--- config.mk ---
export PLATFORM = sky130hd
export DESIGN_NAME = fir_param_core
export DESIGN_NICKNAME = d
export VERILOG_FILES = /design/src/rtl/fir_param_core.sv
export SDC_FILE = /design/constraint.sdc
export NUM_CORES = 2
export LEC_CHECK = 0
export CORE_MARGIN = 2
export CORE_UTILIZATION = 40
export CTS_BUF_LIST = sky130_fd_sc_hd__clkbuf_4
export CTS_CLUSTER_SIZE = 10
export DETAILED_ROUTE_END_ITERATION = 16
export SYNTH_ARGS = -nofsm -noshare
export SYNTH_HDL_FRONTEND = slang
export SYNTH_SLANG_ARGS = --single-unit
--- constraint.sdc ---
create_clock -name clk -period 8.8 [get_ports clk]
set_input_delay 2.64 -clock clk [delete_from_list [all_inputs] [get_ports clk]]
set_output_delay 2.64 -clock clk [all_outputs]
set_load 0.1 [all_outputs]
--- src/rtl/fir_param_core.sv ---
// Parameterised direct-form FIR: programmable coefficient bank, registered products,
// then a registered adder tree with round-half-up, saturation and a clip flag.
module fir_param_core #(
    parameter  int TAPS  = 8,
    parameter  int DW    = 16,
    parameter  int CW    = 8,
    parameter  int OW    = 16,
    parameter  int SHIFT = 4,
    localparam int AW    = DW + CW + $clog2(TAPS),
    localparam int ABW   = $clog2(TAPS)
) (
    input  logic                 clk,
    input  logic                 RST,
    input  logic                 in_valid,
    input  logic signed [DW-1:0] in_data,
    input  logic                 coef_we,
    input  logic [ABW-1:0]       coef_addr,
    input  logic signed [CW-1:0] coef_data,
    output logic                 out_valid,
    output logic signed [OW-1:0] out_data,
    output logic                 sat_flag
);

    localparam int PW = DW + CW;
    localparam logic signed [CW-1:0] COEF_RST = CW'(2 ** (CW - 4));
    localparam logic signed [AW:0]   RND_ADD  = (AW + 1)'((2 ** SHIFT) / 2);
    localparam logic signed [AW:0]   OMAX     = (AW + 1)'((2 ** (OW - 1)) - 1);
    localparam logic signed [AW:0]   OMIN     = ~OMAX;

    logic signed [CW-1:0] coef_q [TAPS];
    logic signed [CW-1:0] coef_d [TAPS];
    logic signed [DW-1:0] dly_q  [TAPS-1];
    logic signed [DW-1:0] dly_d  [TAPS-1];
    logic signed [PW-1:0] prod_q [TAPS];
    logic signed [PW-1:0] prod_d [TAPS];
    logic                 v1_q, v1_d;
    logic                 out_valid_q, out_valid_d;
    logic signed [OW-1:0] out_data_q, out_data_d;
    logic                 sat_q, sat_d;
    logic                 addr_ok;
    logic signed [AW-1:0] acc;
    logic signed [AW:0]   rnd;

    // A non-power-of-two tap count leaves unused addresses that must not write.
    if (TAPS == (1 << ABW)) begin : g_addr_full
        assign addr_ok = 1'b1;
    end else begin : g_addr_part
        assign addr_ok = (int'(coef_addr) < TAPS);
    end

    always_comb begin
        coef_d = coef_q;
        if (coef_we && addr_ok) begin
            coef_d[coef_addr] = coef_data;
        end

        dly_d = dly_q;
        if (in_valid) begin
            dly_d[0] = in_data;
            for (int k = 1; k < TAPS - 1; k++) begin
                dly_d[k] = dly_q[k-1];
            end
        end

        // Products read the current coefficients, so a same-cycle write lands one sample later.
        prod_d[0] = PW'(in_data) * PW'(coef_q[0]);
        for (int k = 1; k < TAPS; k++) begin
            prod_d[k] = PW'(dly_q[k-1]) * PW'(coef_q[k]);
        end
        v1_d = in_valid;

        acc = '0;
        for (int k = 0; k < TAPS; k++) begin
            acc = acc + AW'(prod_q[k]);
        end
        rnd = ((AW + 1)'(acc) + RND_ADD) >>> SHIFT;

        out_valid_d = v1_q;
        out_data_d  = out_data_q;
        sat_d       = sat_q;
        if (v1_q) begin
            if (rnd > OMAX) begin
                out_data_d = OW'(OMAX);
                sat_d      = 1'b1;
            end else if (rnd < OMIN) begin
                out_data_d = OW'(OMIN);
                sat_d      = 1'b1;
            end else begin
                out_data_d = OW'(rnd);
                sat_d      = 1'b0;
            end
        end
    end

    always_ff @(posedge clk) begin
        if (RST) begin
            coef_q      <= '{default: COEF_RST};
            dly_q       <= '{default: '0};
            prod_q      <= '{default: '0};
            v1_q        <= 1'b0;
            out_valid_q <= 1'b0;
            out_data_q  <= '0;
            sat_q       <= 1'b0;
        end else begin
            coef_q      <= coef_d;
            dly_q       <= dly_d;
            prod_q      <= prod_d;
            v1_q        <= v1_d;
            out_valid_q <= out_valid_d;
            out_data_q  <= out_data_d;
            sat_q       <= sat_d;
        end
    end

    assign out_valid = out_valid_q;
    assign out_data  = out_data_q;
    assign sat_flag  = sat_q;

endmodule
==> metrics.md <==
| Metric | Value |
|---|---|
| Status | finished, final reports clean |
| Commonest cells in the netlist | inv_1 (1267), fa_1 (970), and2_1 (607), nand2_1 (493), ha_1 (409) |
| Post-synthesis instance area | about 53000 um2 |
| Placed Area | 54700 um2 |
| Synth top area share | 36.8% |
| DRC Markers | 0 |
| Synth-to-layout area growth | 6.36% |
| Max transition margin | about a quarter |
| DRT Wirelength | around 140000 um |
| Remaining antenna violation count | 0 |
| Core Rows | between 100 and 150 |
| Largest cells by area after synthesis | fa_1 (37%), dfxtp_1 (15%), ha_1 (9.7%) |
| Max Freq | between 100 and 150 MHz |
| Critical Path Sink Type | flop |
| Share of cells above drive strength 1 | 3.89% |
| Gpl congestion | 0.872 |
| Post-CTS Setup Repair Bufs | 0 |
| Fraction of registers with async set or reset after synthesis | 0% |
| Clk Latency, worst-skew pair | 1010 ps |
| Port Buf Inserts | 48 |
| Hold Crit Class | reg2reg |
| Number of synthesized flops with an enable pin | 0 |
| Final Cell Area | 56100 um2 |
| CORE AREA | 131000 um2 |
| Max-cap violations | 0 |
| Total number of vias | ~37000 |
| Cts-stage hold buffer count | 0 |
| Max VDD drop | 125 uV |
| WL per Instance | 18.1 um |
| H-tree lvl count | 3 |
| Worst Setup Start Kind | primary input |
| CTS root buffer | clkbuf_4 |
| Max-slew violation count | 0 |
| Main flop type after synthesis | dfxtp_1 |
| Initial core utilization | 40.2% |
| Die height | 367 um |
| Initial DRT Pass Iterations | 5 |
| Hold Vio Cnt, Final | 0 |
| I/O pin total | 49 |
| Worst EP required | 9680 ps |
| Vias in the first global route | 40113 |
| Mapped Cells | 5810 |
| Seq/Total Area, Yosys | 14.7% |
| Clk buf depth | 3 |
| Setup TNS | 0 ps |
| Die area | approximately 130000 um2 |
| Register-to-register setup slack | 2510 ps |
| Syn_nets | 7220 |
| Iter 0 DRT Violations | about 2000 |
| Worst-margin pin slew | 1120 ps |
| Overall Global Routing Usage | about a fifth |
| Flops & latches, synth | 387 |
| Synth cell types | 84 |
| Pwr/cell area | 87.7 nW/um2 |
| Count leader, synth | inv_1 |
| Final setup viols | 0 |
| Post-detail-place hpwl | roughly 110000 um |
| CTS tree | built |
| Die span in x | 367 um |
| Global-route wire length before repair | ~220000 um |
| Fill cells | 13138 |
| Min Tclk post-route | 7280 ps |
| Syn Area/Cell | 9.07 um2 |
| CP Max Fanout | 9 |
| WP data arrival | 8170 ps |
| Initial antenna violation count | 11 |
| GRT Residual Overflow | 0 |
| Clock sink count | ~390 |
| Pin count of the biggest net entering global routing | 150 |
| DR vias/cell | 4.90 |
| Seq. cell area | 7750 um2 |
| Leakage | 25.3 nW |
| Clock Pin Slew Worst Setup and Hold Paths | around 60 ps |
| Unrepaired setup endpoints after global routing | no |
| Tcrit/Tclk final | 82.8% |
| CTS Buf Count | 109 |
| CTS resizes | 0 |
| WS Path Type | in2reg |
| Layout net count | 7168 |
| YS warnings | 0 |
| Area leader, netlist | fa_1 |
| Multi-input combinational cell area | 39300 um2 |
| Layout Skew | between 70 and 80 ps |
[worst max-delay path: stages]
cell and delay [ps]:
clkdlybuf4s50_1 580, and2_1 250, fa_1 420, inv_1 90, fa_1 440, fa_1 520
fa_1 490, inv_1 40, ha_1 300, nor2b_1 150, o21ai_0 190, a21boi_0 210
o211a_1 290, o21a_1 210, o41ai_1 480, o21ai_0 270, a21o_1 230, a21oi_1 180
mux2i_1 200
[power breakdown]
group / internal (mW) / switching (mW)
clock network: 0.830 / 0.871
logic: 0.456 / 0.824
registers: 1.82 / 0.118
[flip-flops by register name, indices dropped and copies added, names as in the netlist]
register and count:
prod_q 192, dly_q 112, coef_q 64, out_data 16, out_valid 1, out_valid_d 1
sat_flag 1
[logic make-up (layout without fill, tap and decap cells)]
logic type / count (synthesis) / in the layout / share of synthesized area [%]
compound gates: 424 / 424 / 5.33
xor+xnor: 177 / 177 / 2.94
fa+ha+maj: 1379 / 1379 / 46.5
buf+inv: 1500 / 1526 / 10.7
flops: 387 / 387 / 14.7
mux: 114 / 114 / 2.17
other cells: 0 / 8 / 0
simple gates: 1829 / 1829 / 17.6
[final timing paths]
path / endpoint / depth (start not counted) / start
max: prod_q[190] / 19 / in_data[3]
max reg2reg: prod_q[21] / 17 / coef_q[0]
min reg2reg: out_data[1] / 2 / out_data[1]
min: out_data[1] / 2 / out_data[1]
[placed cells by master (no fill, tap or decap), types with 56 or more instances in the layout]
master and count:
inv_1 1267, fa_1 970, and2_1 607, nand2_1 493
ha_1 409, dfxtp_1 387, nor2_1 333, a21oi_1 151
nand2b_1 147, clkbuf_4 145, xnor2_1 113, mux2i_1 113
nor2b_1 75, o21ai_0 67, xor2_1 64, nor3_1 56
[layout make-up]
type                            count  share of cell area (%)
Multi-Input combinational cell   3923                    70.1
Sequential cell                   387                    13.8
Inverter                         1267                    8.48
Tap cell                         1755                    3.92
Clock buffer                      145                    1.94
Timing Repair Buffer               70                    1.18
Clock inverter                     44                   0.482
Antenna cell                        8                  0.0357
[layer usage]
metal	GRT usage, %	vias to the layer above	part of all wire [%]
met5	0	-	0
met1	29.4	18890	46
li1	-	17365	-
met4	5.49	0	2.5
met3	2.84	201	4.9
met2	34.9	815	47
[stage by stage]
| stage | cells | hold slack (ps) | power [mW] | setup slack [ps] | utilization (%) |
|---|---|---|---|---|---|
| 5_1_grt | 7599 | 492 | 5.21 | 1300 | 42.8 |
| 3_5_place_dp | 7402 | 454 | 3.25 | 594 | 41.7 |
| 6_report | 7599 | 457 | 4.92 | 1520 | 42.8 |
| 2_1_floorplan | 5810 | 484 | 2.85 | 1740 | - |
| 3_3_place_gp | 7402 | 440 | 3.24 | 682 | 41.7 |
| 4_1_cts | 7591 | 465 | 4.99 | 1630 | 42.7 |
No activity file was read; power rests on OpenSTA's default activity.
